`src/rtl/fifo_pkg.sv`:
```
// Shared defaults and pointer sizing for the synchronous FIFO.
package fifo_pkg;

  localparam int DEF_DEPTH      = 8;
  localparam int DEF_DATA_WIDTH = 8;

  // Address bits plus one wrap bit to tell full from empty.
  function automatic int ptr_width(input int depth);
    return $clog2(depth) + 1;
  endfunction

endpackage

```
`src/rtl/fifo_mem.sv`:
```
// DEPTH x DATA_WIDTH register array: one write port and one registered read port.
module fifo_mem
  import fifo_pkg::*;
#(
  parameter int DEPTH      = DEF_DEPTH,
  parameter int DATA_WIDTH = DEF_DATA_WIDTH,
  parameter int AW         = $clog2(DEPTH)
) (
  input  logic                  clk,
  input  logic                  rst_i,
  input  logic                  we_i,
  input  logic [AW-1:0]         waddr_i,
  input  logic [DATA_WIDTH-1:0] wdata_i,
  input  logic                  re_i,
  input  logic [AW-1:0]         raddr_i,
  output logic [DATA_WIDTH-1:0] rdata_o
);

  logic [DATA_WIDTH-1:0] mem_q [DEPTH];
  logic [DATA_WIDTH-1:0] rdata_q;

  // Storage is deliberately left out of reset.
  always_ff @(posedge clk) begin
    if (we_i) begin
      mem_q[waddr_i] <= wdata_i;
    end
  end

  always_ff @(posedge clk) begin
    if (rst_i) begin
      rdata_q <= '0;
    end else if (re_i) begin
      rdata_q <= mem_q[raddr_i];
    end
  end

  assign rdata_o = rdata_q;

endmodule

```
`src/rtl/synchronous_fifo.sv`:
```
// Single-clock FIFO: wrap-bit pointers, combinational flags, one-cycle registered read.
module synchronous_fifo
  import fifo_pkg::*;
#(
  parameter int DEPTH      = DEF_DEPTH,
  parameter int DATA_WIDTH = DEF_DATA_WIDTH
) (
  input  logic                  clk,
  input  logic                  rst_n,
  input  logic                  w_en,
  input  logic                  r_en,
  input  logic [DATA_WIDTH-1:0] data_in,
  output logic [DATA_WIDTH-1:0] data_out,
  output logic                  full,
  output logic                  empty
);

  localparam int PTR_W = ptr_width(DEPTH);
  localparam int AW    = PTR_W - 1;

  logic [PTR_W-1:0] wr_ptr_q, wr_ptr_d;
  logic [PTR_W-1:0] rd_ptr_q, rd_ptr_d;
  logic             wr_acc, rd_acc;

  // Same slot with differing wrap bits means the writer is a full lap ahead.
  assign empty = (wr_ptr_q == rd_ptr_q);
  assign full  = (wr_ptr_q[AW-1:0] == rd_ptr_q[AW-1:0]) &&
                 (wr_ptr_q[AW] != rd_ptr_q[AW]);

  assign wr_acc = w_en && !full;
  assign rd_acc = r_en && !empty;

  always_comb begin
    wr_ptr_d = wr_ptr_q;
    rd_ptr_d = rd_ptr_q;
    if (wr_acc) wr_ptr_d = wr_ptr_q + PTR_W'(1);
    if (rd_acc) rd_ptr_d = rd_ptr_q + PTR_W'(1);
  end

  always_ff @(posedge clk) begin
    if (rst_n) begin
      wr_ptr_q <= '0;
      rd_ptr_q <= '0;
    end else begin
      wr_ptr_q <= wr_ptr_d;
      rd_ptr_q <= rd_ptr_d;
    end
  end

  fifo_mem #(
    .DEPTH      (DEPTH),
    .DATA_WIDTH (DATA_WIDTH),
    .AW         (AW)
  ) u_mem (
    .clk     (clk),
    .rst_i   (rst_n),
    .we_i    (wr_acc && !rst_n),
    .waddr_i (wr_ptr_q[AW-1:0]),
    .wdata_i (data_in),
    .re_i    (rd_acc),
    .raddr_i (rd_ptr_q[AW-1:0]),
    .rdata_o (data_out)
  );

endmodule

```
`config.mk`:
```
export PLATFORM = sky130hd
export DESIGN_NAME = synchronous_fifo
export DESIGN_NICKNAME = d
export VERILOG_FILES = /design/src/rtl/fifo_pkg.sv /design/src/rtl/fifo_mem.sv /design/src/rtl/synchronous_fifo.sv
export SDC_FILE = /design/constraint.sdc
export NUM_CORES = 1
export LEC_CHECK = 0
export ABC_AREA = 1
export BUFFER_PORTS_ARGS = -buffer_cell sky130_fd_sc_hd__buf_2
export CAP_MARGIN = 20
export CORE_MARGIN = 1
export CORE_UTILIZATION = 35
export DETAILED_ROUTE_END_ITERATION = 12
export GPL_TIMING_DRIVEN = 0
export HOLD_SLACK_MARGIN = 0.12
export SYNTH_ARGS = -nofsm -noshare
export SYNTH_HDL_FRONTEND = slang
export SYNTH_HIERARCHICAL = 1
export SYNTH_SLANG_ARGS = --single-unit
```
`constraint.sdc`:
```
create_clock -name clk -period 5.1 [get_ports clk]
set_clock_uncertainty 0.1 [all_clocks]
set_input_delay 0 -clock clk [delete_from_list [all_inputs] [get_ports clk]]
set_output_delay 0 -clock clk [all_outputs]
set_load 0.005 [all_outputs]
```
==> results_tabular.tex, run 1 <==
\begin{tabular}{lr}
\hline
Metric & Value \\
\hline
\multicolumn{2}{l}{\textbf{Power}} \\
\quad Pwr dens & $\sim$330 mW/mm2 \\
\quad Design internal power & around 1.0 mW \\
\quad Leakage power of the design & approximately 1.9 nW \\
\quad Overall power consumption & between 1 and 1.5 mW \\
\quad Net switching power of the design & 0.4070 mW \\
\quad Sequential Power Share & about 52\% \\
\quad Switching power share of the total & 28.88\% \\
\quad Peak VDD IR & between 100 and 150 uV \\
\quad Clock network fraction of total power & a little under a third \\
\quad Share of total power in combinational logic & 16.2\% \\
\multicolumn{2}{l}{\textbf{Synthesis}} \\
\quad Syn. warnings & 6 \\
\quad Ranking of synthesized cells by area & sky130\_fd\_sc\_hd\_\_edfxtp\_1, sky130\_fd\_sc\_hd\_\_nand2\_1, sky130\_fd\_sc\_hd\_\_dfxtp\_1 \\
\quad Post-synthesis sequential element count & 80 \\
\quad Gate count of the mapped netlist & 390 \\
\quad Main synth FF type & sky130\_fd\_sc\_hd\_\_edfxtp\_1 \\
\quad Most repeated cell in the gate-level netlist after synthesis & sky130\_fd\_sc\_hd\_\_nand2\_1 \\
\quad Synthesized net count & 404 \\
\quad Post-synthesis average cell area & approximately 9.4 um2 \\
\quad Share of the synthesized area in the top cell type & a little over half \\
\quad Count of cell types in the netlist & 20 \\
\quad Async set-reset flop share out of synthesis & 0\% \\
\quad Top cell type by total area after synthesis & sky130\_fd\_sc\_hd\_\_edfxtp\_1 \\
\quad Post-synthesis instance area & approximately 0.0037 mm2 \\
\quad Cell types with the highest counts after synthesis & sky130\_fd\_sc\_hd\_\_nand2\_1, sky130\_fd\_sc\_hd\_\_inv\_1, sky130\_fd\_sc\_hd\_\_edfxtp\_1 \\
\quad Register area share after synthesis & a little over 60\% \\
\quad Number of enable flip-flop cells after synthesis & 64 \\
\multicolumn{2}{l}{\textbf{Route}} \\
\quad Total wire length after detailed routing & between 8000 and 9000 um \\
\quad First-pass iteration count of the detailed router & 4 \\
\quad Vias per std cell & 4.587 \\
\quad Number of routed nets with antenna violations & 0 \\
\quad Detail-routed net length per standard cell & $\sim$14 um \\
\quad First-iteration detailed-routing DRC count & 139 \\
\quad Drt drc & 0 \\
\quad Total via count after detailed routing & 2624 \\
\multicolumn{2}{l}{\textbf{Flow run}} \\
\quad Number of max-capacitance violations reported & 0 \\
\multicolumn{2}{l}{\textbf{Finish}} \\
\quad FILL cells & a little under 1000 \\
\quad Final std cell area, no fill & approximately 0.0042 mm2 \\
\quad Share of cells above drive strength 1 & 15.72\% \\
\quad Non-filler cells in the finished layout & 572 \\
\quad Final Net Count & between 400 and 500 \\
\quad \# diodes & 0 \\
\quad Synth-to-Final Area Change & 15.83\% \\
\multicolumn{2}{l}{\textbf{Clock network}} \\
\quad TritonCTS Buffers & 9 \\
\quad Post-CTS Setup Inserts & 0 \\
\quad Clock transition at path regs & approximately 90 ps \\
\quad CTS H-tree lvls & 3 \\
\quad Count of hold-fix buffers inserted at cts & 12 \\
\quad Root Driver & sky130\_fd\_sc\_hd\_\_clkbuf\_8 \\
\quad Number of sinks on the clock net & 80 \\
\quad Post-cts resize count & 0 \\
\quad CTS max path bufs & 2 \\
\quad TritonCTS clock tree & built \\
\quad Clock latency at the later pin of the worst-skew pair & approximately 360 ps \\
\multicolumn{2}{l}{\textbf{STA}} \\
\quad Final period utilization & between 40\% and 50\% \\
\quad Min Hold Slack & roughly 350 ps \\
\quad Setup repair after global routing missed its margin & false \\
\quad Final max-slew violation count & 0 \\
\quad Number of hold-slack violations in the final timing report & 0 \\
\quad Peak Freq & 392.9 MHz \\
\quad Transition time at the pin with the least slew margin & between 1000 and 1500 ps \\
\quad Max\_slew headroom & 32.46\% \\
\quad Minimum clock period & about 2500 ps \\
\quad Final setup TNS & 0 ps \\
\quad Final Setup Violations & 0 \\
\multicolumn{2}{l}{\textbf{Critical path}} \\
\quad Required time of the critical path & between 4000 and 5000 ps \\
\quad Depth of the worst register-to-register path & 8 \\
\quad Worst Setup Path Type & flop to flop \\
\quad Endpoint type of the worst setup path & flop \\
\quad Worst reg2reg startpoint & wr\_ptr\_q[0] \\
\quad Critical Path Start & wr\_ptr\_q[0] \\
\quad Arrival time of the worst setup path & roughly 2400 ps \\
\quad Destination of the critical timing path & u\_mem/mem\_q[3][5] \\
\quad Reg2reg setup slack & approximately 2600 ps \\
\quad CP Launch Type & flop \\
\quad Worst R2R End & u\_mem/mem\_q[3][5] \\
\quad Peak fanout along the critical path & 10 \\
\multicolumn{2}{l}{\textbf{Floorplan}} \\
\quad Number of placement rows & 36 \\
\quad Height of the die & 104.2 um \\
\quad Core Region & 0.009955 mm2 \\
\quad Boundary Pins & 22 \\
\quad Die X-Extent & 104.2 um \\
\quad Die footprint & 0.01085 mm2 \\
\quad Initial standard-cell utilization of the core & between 30\% and 40\% \\
\multicolumn{2}{l}{\textbf{Placement}} \\
\quad Post-Place Cells & 544 \\
\quad Routability Congestion & approximately 0.76 \\
\quad Instance area at placement & between 0.003 and 0.004 mm2 \\
\quad Buffers on Ports & 21 \\
\quad Half-perimeter wire length after placement & between 5000 and 6000 um \\
\multicolumn{2}{l}{\textbf{Global route}} \\
\quad Number of global-route vias before repair & between 2000 and 2500 \\
\quad Combined global-route utilization of all metal layers & 15.84\% \\
\quad Pin count of the biggest net entering global routing & 16 \\
\quad Antenna violations before repair & 0 \\
\quad Overflow left after global routing & 0 \\
\quad Wire length of the first global-routing pass & about 13000 um \\
\multicolumn{2}{l}{\textbf{Hold path}} \\
\quad Hold Crit Start & data\_in[1] \\
\quad Type of the tightest min-delay check & input pin to flop \\
\quad Worst hold path stage count & 2 \\
\multicolumn{2}{l}{\textbf{Outcome}} \\
\quad Result of the run & complete, no violations \\
\hline
\end{tabular}
==> registers in the layout, summed over array words and instances (netlist names) <==
register / cells
rd_ptr_q: 4
u_mem/mem_q: 64
u_mem/rdata_o: 8
wr_ptr_q: 4
==> cells in the final DEF, fill, tap and decap left out, drive strengths merged, types with 10 or more instances in the layout <==
cell,instances
dlygate4sd3,12
dfxtp,16
nand3,58
inv,92
buf,33
a21oi,17
nand2,102
clkbuf,10
nor2,21
edfxtp,64
==> layer usage <==
metal,vias up,wire (um),global-route usage (%)
met3,20,434,2.820
met5,-,0,0
met4,0,209,8.673
met2,67,4127,27.76
li1,1323,-,-
met1,1214,3324,18.31
==> final cells by class <==
type / instances / area [um2] / area share [%]
clock inverters: 6 / 48.80 / 1.154
multi-input cells: 209 / 977.2 / 23.10
well taps: 133 / 166.4 / 3.934
repair buffers: 33 / 225.2 / 5.324
clock buffers: 10 / 137.6 / 3.253
inverters: 89 / 339.1 / 8.015
flip-flops and latches: 80 / 2242 / 53.00
plain buffers: 12 / 93.84 / 2.218
==> metrics by stage <==
| stage | util [%] | setup WS, ps |
|---|---|---|
| 6_report | 42.50 | 2555 |
| 2_1_floorplan | - | 3186 |
| 4_1_cts | 42.50 | 2532 |
| 5_1_grt | 42.50 | 2399 |
| 3_5_place_dp | 39.42 | 2554 |
| 3_3_place_gp | 39.42 | 2625 |
==> power by group through the flow <==
stage               combinational, mW  clock, mW  sequential (mW)
global placement                0.216          0            0.752
global route                    0.253      0.474            0.741
finish                          0.229      0.442            0.738
floorplan                       0.147          0            0.752
detailed placement              0.222          0            0.753
CTS                             0.230      0.452            0.738
==> worst min path at each step <==
stage	end	slack [ps]
5_1_grt	u_mem/mem_q[7][6]	350
4_1_cts	u_mem/mem_q[6][4]	340
3_3_place_gp	u_mem/mem_q[3][3]	170
6_report	u_mem/mem_q[2][1]	350
3_5_place_dp	u_mem/mem_q[5][6]	180
2_1_floorplan	u_mem/mem_q[0][0]	-1
==> critical path, cell delays in order, from the launching register on <==
cell and delay, ps:
sky130_fd_sc_hd__dfxtp_1 480, sky130_fd_sc_hd__inv_1 110, sky130_fd_sc_hd__nand2_2 130, sky130_fd_sc_hd__nand2_2 70, sky130_fd_sc_hd__nand4_4 150, sky130_fd_sc_hd__nand2_1 70, sky130_fd_sc_hd__nor2_1 120, sky130_fd_sc_hd__nand2_1 120
sky130_fd_sc_hd__nor2_1 800
==> kinds of logic (layout without fill, tap and decap cells) <==
| logic type | after synthesis | after routing | share of synthesized area, % |
|---|---|---|---|
| flops | 80 | 80 | 61.39 |
| fa+ha+maj | 2 | 2 | 0.6851 |
| compound gates | 25 | 25 | 4.145 |
| simple gates | 182 | 182 | 21.93 |
| buf+inv | 101 | 150 | 11.85 |
Note: power is estimated with default switching activity, not from simulation.
==> run 2, diff against run 1 <==
Clock period 5.1 ns to 2.5 ns, I/O delays scaled along.
==> results_tabular.tex, run 2 (synthesized netlist as in run 1, its figures left out) <==
\begin{tabular}{lr}
\hline
Metric & Value \\
\hline
\multicolumn{2}{l}{\textbf{Power}} \\
\quad Switching power share of the total & 28.89\% (about the same) \\
\quad Peak VDD IR & 291.0 uV (+100\%) \\
\quad Leakage power of the design & 1.882 nW (about the same) \\
\quad Pwr dens & 676.5 mW/mm2 (+100\%) \\
\quad Overall power consumption & 2.876 mW (+100\%) \\
\quad Share of total power in combinational logic & 16.3\% (about the same) \\
\quad Sequential Power Share & 52.3\% (about the same) \\
\quad Design internal power & 2.045 mW (+100\%) \\
\quad Net switching power of the design & 0.8306 mW (+100\%) \\
\quad Clock network fraction of total power & 31.3\% (about the same) \\
\multicolumn{2}{l}{\textbf{Route}} \\
\quad Vias per std cell & 4.617 (+0.65\%) \\
\quad Drt drc & 0 (unchanged) \\
\quad Total wire length after detailed routing & 8120 um (+0.31\%) \\
\quad Number of routed nets with antenna violations & 0 (unchanged) \\
\quad Detail-routed net length per standard cell & 14.20 um (+0.31\%) \\
\quad First-pass iteration count of the detailed router & 4 (unchanged) \\
\quad Total via count after detailed routing & 2641 (+0.65\%) \\
\quad First-iteration detailed-routing DRC count & 112 (-19\%) \\
\multicolumn{2}{l}{\textbf{Outcome}} \\
\quad Result of the run & complete, no violations \\
\multicolumn{2}{l}{\textbf{STA}} \\
\quad Minimum clock period & 2312 ps (-233.1 ps) \\
\quad Final max-slew violation count & 0 (unchanged) \\
\quad Peak Freq & 432.5 MHz (+10\%) \\
\quad Setup repair after global routing missed its margin & false \\
\quad Final period utilization & 92.49\% (+43 points) \\
\quad Number of hold-slack violations in the final timing report & 0 (unchanged) \\
\quad Setup WS post-layout & 187.9 ps (-2367 ps) \\
\quad Transition time at the pin with the least slew margin & 632.5 ps (-376.9 ps) \\
\quad Final setup TNS & 0 ps (unchanged) \\
\quad Final Setup Violations & 0 (unchanged) \\
\quad Min Hold Slack & 350.8 ps (+4.738 ps) \\
\quad Max\_slew headroom & 57.79\% (+25 points) \\
\multicolumn{2}{l}{\textbf{Global route}} \\
\quad Antenna violations before repair & 0 (unchanged) \\
\quad Number of global-route vias before repair & 2429 (unchanged) \\
\quad Combined global-route utilization of all metal layers & 15.84\% (unchanged) \\
\quad Overflow left after global routing & 0 (unchanged) \\
\quad Pin count of the biggest net entering global routing & 16 (unchanged) \\
\quad Wire length of the first global-routing pass & 12650 um (unchanged) \\
\multicolumn{2}{l}{\textbf{Clock network}} \\
\quad Root Driver & sky130\_fd\_sc\_hd\_\_clkbuf\_8 \\
\quad CTS max path bufs & 2 (unchanged) \\
\quad Number of sinks on the clock net & 80 (unchanged) \\
\quad Post-CTS Setup Inserts & 0 (unchanged) \\
\quad Clock transition at path regs & 90 ps (about the same) \\
\quad CTS H-tree lvls & 3 (unchanged) \\
\quad TritonCTS Buffers & 9 (unchanged) \\
\quad Clock latency at the later pin of the worst-skew pair & 350 ps (about the same) \\
\quad TritonCTS clock tree & built \\
\multicolumn{2}{l}{\textbf{Critical path}} \\
\quad Slowest stage cell on the critical path & sky130\_fd\_sc\_hd\_\_nor2\_2 \\
\quad CP Launch Type & flop \\
\quad Series of cell instances along the critical path & inv\_1 > nand2\_2 > nand2\_2 > nand4\_4 > nand2\_1 > nor2\_1 > nand2\_1 > nor2\_2 \\
\quad Worst path buffer plus inverter count & 1 (unchanged) \\
\quad Arrival time of the worst setup path & 2200 ps (-220 ps) \\
\quad Maximum cell stage delay along the critical path & 550 ps (-250 ps) \\
\quad Worst Setup Path Type & flop to flop \\
\quad Endpoint type of the worst setup path & flop \\
\quad Family with the most delay on the worst path & simple AND/OR/NAND/NOR gates \\
\quad Peak fanout along the critical path & 10 (unchanged) \\
\quad Required time of the critical path & 2390 ps (-2590 ps) \\
\multicolumn{2}{l}{\textbf{Floorplan}} \\
\quad Number of placement rows & 36 (unchanged) \\
\quad Core Region & 0.009955 mm2 (unchanged) \\
\quad Initial standard-cell utilization of the core & 36.69\% (unchanged) \\
\quad Height of the die & 104.2 um (unchanged) \\
\quad Die footprint & 0.01085 mm2 (unchanged) \\
\quad Die X-Extent & 104.2 um (unchanged) \\
\quad Boundary Pins & 22 (unchanged) \\
\multicolumn{2}{l}{\textbf{Finish}} \\
\quad Most frequent standard cell in the layout excluding fill and tap cells & sky130\_fd\_sc\_hd\_\_nand2\_1 \\
\quad Final Net Count & 448 (unchanged) \\
\quad Share of cells above drive strength 1 & 17.54\% (+1.8 points) \\
\quad Final std cell area, no fill & 0.004250 mm2 (+0.47\%) \\
\quad Non-filler cells in the finished layout & 572 (unchanged) \\
\quad Final core utilization & 42.70\% (+0.20 points) \\
\quad FILL cells & 971 (unchanged) \\
\quad Register with the most flip-flops & u\_mem/mem\_q \\
\quad Synth-to-Final Area Change & 16.38\% \\
\quad \# diodes & 0 (unchanged) \\
\quad Max reg flops & 64 (unchanged) \\
\quad Commonest non-fill, non-tap cells in the layout & sky130\_fd\_sc\_hd\_\_nand2\_1, sky130\_fd\_sc\_hd\_\_inv\_1, sky130\_fd\_sc\_hd\_\_edfxtp\_1, sky130\_fd\_sc\_hd\_\_nand3\_1, sky130\_fd\_sc\_hd\_\_buf\_2 \\
\multicolumn{2}{l}{\textbf{Flow run}} \\
\quad Number of max-capacitance violations reported & 0 (unchanged) \\
\multicolumn{2}{l}{\textbf{Placement}} \\
\quad Post-Place Setup Slack & -46.17 ps (-2600 ps) \\
\quad Buffers on Ports & 21 (unchanged) \\
\quad Half-perimeter wire length after placement & 5144 um (unchanged) \\
\quad Instance area at placement & 0.003924 mm2 (unchanged) \\
\quad Routability Congestion & 0.7584 (unchanged) \\
\quad Post-Place Cells & 544 (unchanged) \\
\multicolumn{2}{l}{\textbf{Hold path}} \\
\quad Type of the tightest min-delay check & input pin to flop \\
\hline
\end{tabular}
==> run 2: timing repair <==
action / in CTS / in global routing
endpoints found under the setup margin: 20 / 24
hold endpoints to repair: 80 / 0
hold buffers: 12 / 0
gates resized for setup: 5 / 3
==> run 2: path summary, 6_finish.rpt <==
check	endpoint	startpoint	slack, ps	cells after the start
worst max-delay path	u_mem/mem_q[3][5]	rd_ptr_q[0]	190	8
worst min-delay path	u_mem/mem_q[3][3]	data_in[3]	350	2
worst max register to register	u_mem/mem_q[3][5]	rd_ptr_q[0]	190	8
worst min register to register	wr_ptr_q[3]	wr_ptr_q[3]	430	2
==> run 2: cell type report <==
class / count / area [um2] / share of cell area, %
clock inverters: 6 / 48.80 / 1.148
repair buffers: 33 / 225.2 / 5.299
well taps: 133 / 166.4 / 3.915
multi-input cells: 209 / 997.2 / 23.46
clock buffers: 10 / 137.6 / 3.238
inverters: 89 / 339.1 / 7.978
flip-flops and latches: 80 / 2242 / 52.75
plain buffers: 12 / 93.84 / 2.208
==> run 2: power groups by stage <==
stage / registers [mW] / logic [mW] / clock network (mW)
5_1_grt: 1.51 / 0.519 / 0.966
3_5_place_dp: 1.54 / 0.452 / 0
4_1_cts: 1.51 / 0.470 / 0.922
6_report: 1.51 / 0.470 / 0.901
3_3_place_gp: 1.53 / 0.441 / 0
2_1_floorplan: 1.53 / 0.300 / 0
==> run 2: routing by layer <==
metal / vias up / global-route usage [%] / part of all wire, %
met5: - / 0 / 0
met1: 1228 / 18.31 / 42
met3: 20 / 2.820 / 5.3
met4: 0 / 8.673 / 2.8
met2: 72 / 27.76 / 50
li1: 1321 / - / -
